<file path="src/rtl/mux4_arb_pkg.sv">
// -----------------------------------------------------------------------------
// mux4_arb_pkg
// Shared definitions for the 4-requester mux arbiter:
//   NREQ / SEL_W   requester count and mux select width
//   state_t        arbiter FSM states (IDLE, GRANT)
//   onehot_to_idx  one-hot grant vector -> requester index
// -----------------------------------------------------------------------------
package mux4_arb_pkg;

    localparam int NREQ  = 4;
    localparam int SEL_W = 2;

    typedef enum logic {
        IDLE  = 1'b0,
        GRANT = 1'b1
    } state_t;

    // OR-reduction of the set bit positions; exact for one-hot input,
    // returns 0 for an all-zero vector.
    function automatic logic [SEL_W-1:0] onehot_to_idx(input logic [NREQ-1:0] oh);
        logic [SEL_W-1:0] idx;
        idx = '0;
        for (int i = 0; i < NREQ; i++) begin
            if (oh[i]) begin
                idx = idx | SEL_W'(i);
            end
        end
        return idx;
    endfunction

endpackage

</file>
<file path="src/rtl/rr_pick4.sv">
// -----------------------------------------------------------------------------
// rr_pick4
// Combinational rotating picker. Scans requesters starting at 'start' and
// wrapping modulo 4; the first request not masked by 'excl' wins.
// Fixed priority 0>1>2>3 is obtained by tying 'start' to 0.
//   req    [3:0]  in   request vector
//   excl   [3:0]  in   requesters that may not win this pick
//   start  [1:0]  in   first index examined
//   found         out  an eligible requester exists
//   idx    [1:0]  out  index of the winner (0 when found is low)
// -----------------------------------------------------------------------------
module rr_pick4
    import mux4_arb_pkg::*;
(
    input  logic [NREQ-1:0]  req,
    input  logic [NREQ-1:0]  excl,
    input  logic [SEL_W-1:0] start,
    output logic             found,
    output logic [SEL_W-1:0] idx
);

    logic [NREQ-1:0] eligible;

    assign eligible = req & ~excl;

    // NOTE: every output of a combinational block gets a default before any
    // conditional assignment, otherwise synthesis infers a latch.
    always_comb begin
        found = 1'b0;
        idx   = '0;
        for (int i = 0; i < NREQ; i++) begin
            // The 2-bit sum wraps naturally, giving the modulo-4 scan order.
            if (!found && eligible[start + SEL_W'(i)]) begin
                found = 1'b1;
                idx   = start + SEL_W'(i);
            end
        end
    end

endmodule

</file>
<file path="src/rtl/mux4_arbiter.sv">
// -----------------------------------------------------------------------------
// mux4_arbiter
// Round-robin arbiter sharing a 4:1 mux among four requesters, with a burst
// limit so no owner holds the mux for more than BURST_MAX cycles while
// another requester waits. All outputs are registered.
//   clk          in   clock, rising edge
//   rst          in   synchronous active-high reset
//   req   [3:0]  in   per-requester request, held while the mux is needed
//   gnt   [3:0]  out  one-hot grant, zero when idle
//   sel   [1:0]  out  mux select, index of the granted requester
//   valid        out  high while a grant is active
// Parameters:
//   BURST_MAX    max consecutive grant cycles before preemption (1..255)
//   CNT_W        burst counter width, 2**CNT_W > BURST_MAX
// Build option:
//   ARB_FIXED_PRIO_EN  when defined, arbitration uses fixed priority
//                      0>1>2>3 instead of round-robin.
// -----------------------------------------------------------------------------
module mux4_arbiter
    import mux4_arb_pkg::*;
#(
    parameter int BURST_MAX = 8,
    parameter int CNT_W     = 8
) (
    input  logic             clk,
    input  logic             rst,
    input  logic [NREQ-1:0]  req,
    output logic [NREQ-1:0]  gnt,
    output logic [SEL_W-1:0] sel,
    output logic             valid
);

    state_t           state_q, state_d;
    logic [NREQ-1:0]  gnt_q,   gnt_d;
    logic [SEL_W-1:0] sel_q,   sel_d;
    logic             valid_q, valid_d;
    logic [SEL_W-1:0] last_q,  last_d;
    logic [CNT_W-1:0] cnt_q,   cnt_d;

    logic [SEL_W-1:0] pick_start;
    logic             pick_found;
    logic [SEL_W-1:0] pick_idx;
    logic [SEL_W-1:0] owner;

`ifdef ARB_FIXED_PRIO_EN
    assign pick_start = '0;
`else
    assign pick_start = last_q + SEL_W'(1);
`endif

    // The current owner is always excluded: on preemption that is required,
    // on release its request is already low, and when idle gnt_q is zero.
    rr_pick4 u_pick (
        .req   (req),
        .excl  (gnt_q),
        .start (pick_start),
        .found (pick_found),
        .idx   (pick_idx)
    );

    assign owner = onehot_to_idx(gnt_q);

    always_comb begin
        state_d = state_q;
        gnt_d   = gnt_q;
        sel_d   = sel_q;
        valid_d = valid_q;
        last_d  = last_q;
        cnt_d   = cnt_q;

        unique case (state_q)
            IDLE: begin
                if (pick_found) begin
                    state_d = GRANT;
                    gnt_d   = NREQ'(1) << pick_idx;
                    sel_d   = pick_idx;
                    last_d  = pick_idx;
                    valid_d = 1'b1;
                    cnt_d   = CNT_W'(1);
                end
            end

            GRANT: begin
                if (!req[owner] || cnt_q >= CNT_W'(BURST_MAX)) begin
                    // Release, or burst exhausted: hand over if anyone waits.
                    if (pick_found) begin
                        gnt_d   = NREQ'(1) << pick_idx;
                        sel_d   = pick_idx;
                        last_d  = pick_idx;
                        cnt_d   = CNT_W'(1);
                    end else if (!req[owner]) begin
                        state_d = IDLE;
                        gnt_d   = '0;
                        valid_d = 1'b0;
                        cnt_d   = '0;
                    end
                    // Otherwise the owner keeps the mux with cnt saturated.
                end else begin
                    cnt_d = cnt_q + CNT_W'(1);
                end
            end

            default: state_d = IDLE;
        endcase
    end

    // NOTE: sequential state uses non-blocking assignments so every register
    // samples the pre-edge values, independent of statement order.
    always_ff @(posedge clk) begin
        if (rst) begin
            state_q <= IDLE;
            gnt_q   <= '0;
            sel_q   <= '0;
            valid_q <= 1'b0;
            last_q  <= SEL_W'(NREQ - 1);
            cnt_q   <= '0;
        end else begin
            state_q <= state_d;
            gnt_q   <= gnt_d;
            sel_q   <= sel_d;
            valid_q <= valid_d;
            last_q  <= last_d;
            cnt_q   <= cnt_d;
        end
    end

    assign gnt   = gnt_q;
    assign sel   = sel_q;
    assign valid = valid_q;

endmodule

</file>
<file path="config.mk">
export PLATFORM = sky130hd
export DESIGN_NAME = mux4_arbiter
export DESIGN_NICKNAME = d
export VERILOG_FILES = /design/src/rtl/mux4_arb_pkg.sv /design/src/rtl/rr_pick4.sv /design/src/rtl/mux4_arbiter.sv
export SDC_FILE = /design/constraint.sdc
export NUM_CORES = 1
export LEC_CHECK = 0
export ABC_AREA = 1
export CAP_MARGIN = 10
export CORE_UTILIZATION = 35
export DETAILED_ROUTE_END_ITERATION = 7
export DONT_BUFFER_PORTS = 1
export PLACE_DENSITY = 0.54
export SLEW_MARGIN = 10
export SYNTH_ARGS = -nofsm -noshare
export SYNTH_HDL_FRONTEND = slang
export SYNTH_SLANG_ARGS = --single-unit
</file>
<file path="constraint.sdc">
create_clock -name clk -period 3.54 [get_ports clk]
set_clock_uncertainty 0.1 [all_clocks]
set_input_delay 0.177 -clock clk [delete_from_list [all_inputs] [get_ports clk]]
set_output_delay 0.177 -clock clk [all_outputs]
set_load 0.05 [all_outputs]
</file>
======== After elaboration in Yosys (flattened, before gate mapping) ========
Index checks and enable logic that the tools add are counted.
storage, ports and cells
  register bits after elaboration ......... 18
  input port bits ......................... 6
  output and inout bits ................... 7
  word-level logic and storage cells ...... 85
cells by class
  add/subtract/negate cells ............... 5
  order comparisons ....................... 6
  equality and inequality tests ........... 6
  shifts and indexed selects .............. 1
  mux-type cells .......................... 47
  bitwise gates (word level) .............. 3
  reduce and logical (&&, ||, !) cells .... 11
operators with widths
  kind                                                                          count
  8-bit 2-to-1 mux                                                              4
  2-bit 2-to-1 mux                                                              10
  1-bit 2-to-1 mux                                                              18
  4-bit 2-to-1 mux                                                              4
  8-bit one-hot mux with 2 select lines                                         1
  2-bit by 3-bit less-than comparator with 1-bit output, second input constant  5
  1-bit binary-select mux with 2-bit select                                     5
  8-bit by 1-bit adder with 8-bit output, second input constant                 1
  8-bit by 4-bit >= comparator with 1-bit output, second input constant         1
  2-bit one-hot mux with 2 select lines                                         2
  4-bit one-hot mux with 2 select lines                                         1
  2-bit inequality test, second input constant                                  3
  2-bit by 1-bit adder with 2-bit output, second input constant                 2
  2-bit adder, second input constant                                            2
  4-bit bitwise AND                                                             1
  1-bit logical NOT                                                             4
  4-bit inequality test, second input constant                                  1
  4-bit inverter                                                                1
  1-bit one-hot mux with 2 select lines                                         2
  4-bit AND reduction                                                           1
  1-bit by 2-bit left shift with 4-bit output, first input constant             1
  1-bit logical AND                                                             3
  3-bit inequality test, second input constant                                  1
  3-bit AND reduction                                                           1
  4 further kinds                                                               4

======== Longest topological paths before layout ========
  depth in word-level cells ............... 18
  depth in mapped cells ................... 13
  depth with buffers taken out ............ 12

======== Hierarchy ========
Synthesis repeated with hierarchy kept, for this count alone.
second synthesis, totals
  cells, all modules ...................... 177
  area, all modules ....................... 1,218.7 µm²
by module, submodules not included
  module        times used  cells each  area each (µm²)  sequential area each (µm²)
  mux4_arbiter  1           117         899.6            360.3
  rr_pick4      1           60          319.1            0.0

======== Worst setup path after synthesis ========
No wires, ideal clock.
  path kind ............................... register -> register
  start point ............................. register gnt_q[3], in the netlist gnt[3]
  end point ............................... register cnt_q[0]
  setup time .............................. 0.115 ns
  arrival time ............................ 1.796 ns
  data required time ...................... 3.325 ns
  path slack .............................. 1.529 ns
  stages on the path, launching flop included .. 12
  buffers on the path ..................... 0
  clock period less this slack ............ 2.011 ns
  path through ............................ dfxtp_1 > inv_1 > nand3_1 > nand3_1 > nand2_2 > nand3_4 > nor2_4 > inv_2 > nor2_4 > inv_2 > o21ai_1 > nor2_1
between the ends
  word-level cells in the longest chain between the ends .. 17
  elaborated cells on any way between the ends .. 31
  those cells by class .................... eq/ne (2); mux (18); bitwise (2); reduce/logical (9)
ends and longest elaborated chain
  what                                       RTL line             text
  from (decl)                                mux4_arbiter.sv:34   logic [NREQ-1:0] gnt_q, gnt_d;
  from (signal assigned)                     mux4_arbiter.sv:119  gnt_q <= gnt_d;
  4-bit inverter                             rr_pick4.sv:24       assign eligible = req & ~excl;
  4-bit bitwise AND                          rr_pick4.sv:24
  1-bit binary-select mux with 2-bit select  rr_pick4.sv:33       if (!found && eligible[start + SEL_W'(i)]) begin
  1-bit 2-to-1 mux (implied by the code)     rr_pick4.sv:33
  1-bit 2-to-1 mux                           rr_pick4.sv:33
  1-bit logical NOT                          rr_pick4.sv:33
  1-bit logical AND                          rr_pick4.sv:33
  1-bit 2-to-1 mux                           rr_pick4.sv:33
  1-bit logical NOT                          rr_pick4.sv:33
  1-bit logical AND                          rr_pick4.sv:33
  1-bit 2-to-1 mux                           rr_pick4.sv:33
  1-bit logical NOT                          rr_pick4.sv:33
  1-bit logical AND                          rr_pick4.sv:33
  1-bit 2-to-1 mux                           rr_pick4.sv:33
  8-bit 2-to-1 mux                           mux4_arbiter.sv:86   if (pick_found) begin
  8-bit 2-to-1 mux                           mux4_arbiter.sv:84   if (!req[owner] || cnt_q >= CNT_W'(BURST_MAX)) begin
  8-bit one-hot mux with 2 select lines      mux4_arbiter.sv:71   unique case (state_q)
  to (signal assigned)                       mux4_arbiter.sv:123  cnt_q <= cnt_d;
  to (decl)                                  mux4_arbiter.sv:38   logic [CNT_W-1:0] cnt_q, cnt_d;
Parallel ways exist; a longest one is shown, timed or not. The select of a mux whose other input is x is not followed.
A chain may end at the register's enable or synchronous reset.

======== Worst setup path in the final report ========
  start point ............................. register gnt_q[1], in the netlist gnt[1]
  end point ............................... register cnt_q[0]
The elaborated chain is that of the path after synthesis.

==> flow_metrics.py <==
metrics = {
    "sta": {
        "rsz0062_at_grt": "no",
        "drv_slew": 0,
        "setup_viol": 0,
        "tightest_slew_ps": 607,
        "setup_slack_ps": 1310,
        "slew_headroom_pct": 59.5,
        "fin_crit_sh_pct": 62.9,
        "finalSetupTns_ps": 0,
        "fmax_ghz": 0.449,
        "hold_viol": 0,
        "period_needed_ps": 2230,
    },
    "power": {
        "sw_frac_of_total_pct": 55.8,
        "leakage_nw": 0.498,
        "p_clk_share_pct": 8.7,
        "power_density_nw_per_um2": 947,
        "combinationalPowerShare_pct": 57.3,
        "vdd_drop_max_mv": 0.254,
        "power_switching_w": 0.000621,
        "intPower_w": 0.000492,
        "pwr-share-seq_pct": 34.0,
    },
    "logic_synthesis": {
        "ys_seq_area_share_pct": 32.7,
        "ys_warn_count": 0,
        "synthDistinctLibCells": 24,
        "netlist_instances": 162,
        "synth_top_area_share_pct": 32.7,
        "ys_top_cells_by_count": "nand2_1, nand3_1, dfxtp_1, nor2_1",
        "synth.area.top_cells": "dfxtp_1, nand3_1, nand2_1",
        "ys.flop_type": "dfxtp_1",
        "synth_edf_count": 0,
        "syn_nets": 170,
        "async_flop_share_pct": 0,
        "syn-cell-area_sq_um": 1100,
        "yosys.area.top_type": "dfxtp_1",
        "synth.most_common_cell": "nand2_1",
        "synth_area_per_cell_sq_um": 6.81,
        "synth-seq-cells": 18,
    },
    "die": {
        "initial_core_util_pct": 36.4,
        "die_w_microns": 58.2,
        "core_sq_um": 3030,
        "die_y_microns": 58.2,
        "dieArea_sq_um": 3380,
        "core.rowCount": 20,
        "io_pins": 13,
    },
    "worst_setup_path": {
        "arrival_ps": 2320,
        "worst_path_max_delay_cell": "dfxtp_1",
        "critPathTopFamily": "simple AND/OR/NAND/NOR gates",
        "cp_slowest_stage_delay_ps": 690,
        "r2r_slack_ps": 1310,
        "crit_buf_inv": 3,
        "path_cells": "inv_1 -> nand3_1 -> nand3_1 -> nand2_2 -> nand3_4 -> nor2_4 -> inv_2 -> nor2_4 -> inv_2 -> o21ai_1 -> nor2_1",
        "critPathKind": "register to register",
        "rr_worst_depth": 11,
        "endpoint_kind": "register",
        "worstSetupStartpointType": "register",
        "rr_endpoint": "cnt_q[0]$_SDFFE_PP0P_",
        "crit_required_ps": 3630,
        "r2r_start": "gnt[1]$_SDFFE_PP0P_",
        "path_max_fanout": 9,
    },
    "place": {
        "place_ws_ps": 1300,
        "hpwl_microns": 1850,
        "dp.cells": 204,
        "placed_area_sq_um": 1140,
        "port_buffers": 0,
        "globalplace.congestion": 0.795,
    },
    "route": {
        "drt_wl_total_microns": 2310,
        "routed_via_density": 4.84,
        "drtPass1Iterations": 4,
        "vias": 1006,
        "drc_errors": 0,
        "post_drt_wl_per_cell_microns": 11.1,
        "drtIter0Drc": 47,
        "antenna_left": 0,
    },
    "global_routing": {
        "grt_pass1_vias": 974,
        "grt_overflow": 0,
        "grt_pass1_wl_microns": 4120,
        "grt_usage_pct": 15.7,
        "grt_max_degree": 14,
        "antenna_found_initial": 0,
    },
    "clock_network": {
        "cts_tree": "yes",
        "cts_buffer_depth": 2,
        "cts_root_buf": "clkbuf_4",
        "cts_sinks": 18,
        "post_cts_buffers": 0,
        "clk_pin_slew_ps": 90,
        "clk_latency_ps": 280,
        "numCtsBuffers": 3,
        "cts_max_level": 1,
    },
    "final_layout": {
        "nFillCells": 327,
        "fin_area_sq_um": 1180,
        "nets": 174,
        "stdcell_count": 208,
        "drive_gt1_share_pct": 14.6,
        "multi_input_area_sq_um": 649,
        "antenna_cells": 0,
        "register_area_sq_um": 360,
        "area.growth.synth_to_final_pct": 6.58,
    },
    "status": {
        "status": "finished clean",
    },
    "hold_path": {
        "hold_path.class": "input port to register",
        "min_path_cells": 4,
        "min-delay-start": "req[0]",
        "worstHoldEndpoint": "state_q$_SDFF_PP0_",
    },
    "job": {
        "cap_violations": 0,
    },
}
## registers in the layout (all words and copies together) (netlist names)
name     count
cnt_q        8
gnt          4
last_q       2
sel          2
state_q      1
valid        1
## cell families (layout without fill, tap and decap cells)
| logic type | after synthesis | after routing | share of synthesized area [%] |
|---|---|---|---|
| buf+inv | 21 | 23 | 8.50 |
| flops | 18 | 18 | 32.7 |
| fa+ha+maj | 2 | 2 | 2.27 |
| xor+xnor | 1 | 1 | 0.794 |
| simple gates | 98 | 98 | 43.8 |
| compound gates | 22 | 22 | 12.0 |
## layout by cell type (no fill, tap or decap)
cell type      synthesis  routed
nor2_1                18      18
xor2_1                 1       1
nor3_1                 1       1
o21ai_1                3       3
a21oi_2                1       1
nand3_1               28      28
dfxtp_1               18      18
o21ai_4                1       1
nand3_4                1       1
nand2_1               36      36
inv_8                  1       1
nand2_2                5       5
o211ai_1               3       3
nand3_2                4       4
clkbuf_4               0       3
inv_2                  5       5
o21ai_0                1       1
nor2_4                 2       2
ha_1                   2       2
nand2_4                1       1
inv_1                 13      13
dlygate4sd3_1          0       1
nand4_1                2       2
a21oi_1               13      13
## worst min-delay path: stages
cell	delay, ps
o211ai_1	60
nand2_1	110
nand2_1	110
a21oi_1	150
## metal layers
layer	vias up	wire, microns	part of all wire, %	track usage (%)
li1	538	-	-	-
met1	457	1070	46	18.6
met2	7	1170	51	28.4
met3	4	43	1.9	2.46
met4	0	21	0.91	5.78
met5	-	0	0	0
## power by group through the flow
| stage | combinational [W] | clock [W] | sequential [W] |
|---|---|---|---|
| floorplan | 0.000553 | 0 | 0.000357 |
| global placement | 0.000628 | 0 | 0.000385 |
| detailed placement | 0.000636 | 0 | 0.000384 |
| CTS | 0.000640 | 0.000105 | 0.000379 |
| global route | 0.000724 | 0.000114 | 0.000388 |
| finish | 0.000638 | 0.0000970 | 0.000379 |
## worst max-delay path by stage
stage                        startpoint                     to  slack, ps  cells past startpoint
global placement    gnt[3]$_SDFFE_PP0P_  cnt_q[0]$_SDFFE_PP0P_       1330                     11
floorplan           gnt[3]$_SDFFE_PP0P_  cnt_q[0]$_SDFFE_PP0P_       1530                     11
finish              gnt[1]$_SDFFE_PP0P_  cnt_q[0]$_SDFFE_PP0P_       1310                     11
global route        gnt[1]$_SDFFE_PP0P_  cnt_q[1]$_SDFFE_PP0P_       1090                     11
detailed placement  gnt[3]$_SDFFE_PP0P_  cnt_q[0]$_SDFFE_PP0P_       1300                     11
CTS                 gnt[3]$_SDFFE_PP0P_  cnt_q[0]$_SDFFE_PP0P_       1290                     11
## cell type report
type / count / share of cell area [%]
multi-input cells: 123 / 55.2
well taps: 44 / 4.68
inverters: 19 / 6.70
clock buffers: 3 / 1.91
repair buffers: 1 / 0.851
flip-flops and latches: 18 / 30.6
## per-stage QoR
| stage | hold WS (ps) | total power (W) | utilization, % |
|---|---|---|---|
| floorplan | 146 | 0.000910 | - |
| global placement | 149 | 0.00101 | 37.8 |
| detailed placement | 150 | 0.00102 | 37.8 |
| CTS | 241 | 0.00112 | 38.8 |
| global route | 305 | 0.00123 | 38.8 |
| finish | 256 | 0.00111 | 38.8 |
## repair_timing
item,4_1_cts,5_1_grt
gates resized for setup,0,0
hold buffers,1,0
hold endpoints to repair,15,0
(Power assumes the default switching activity.)
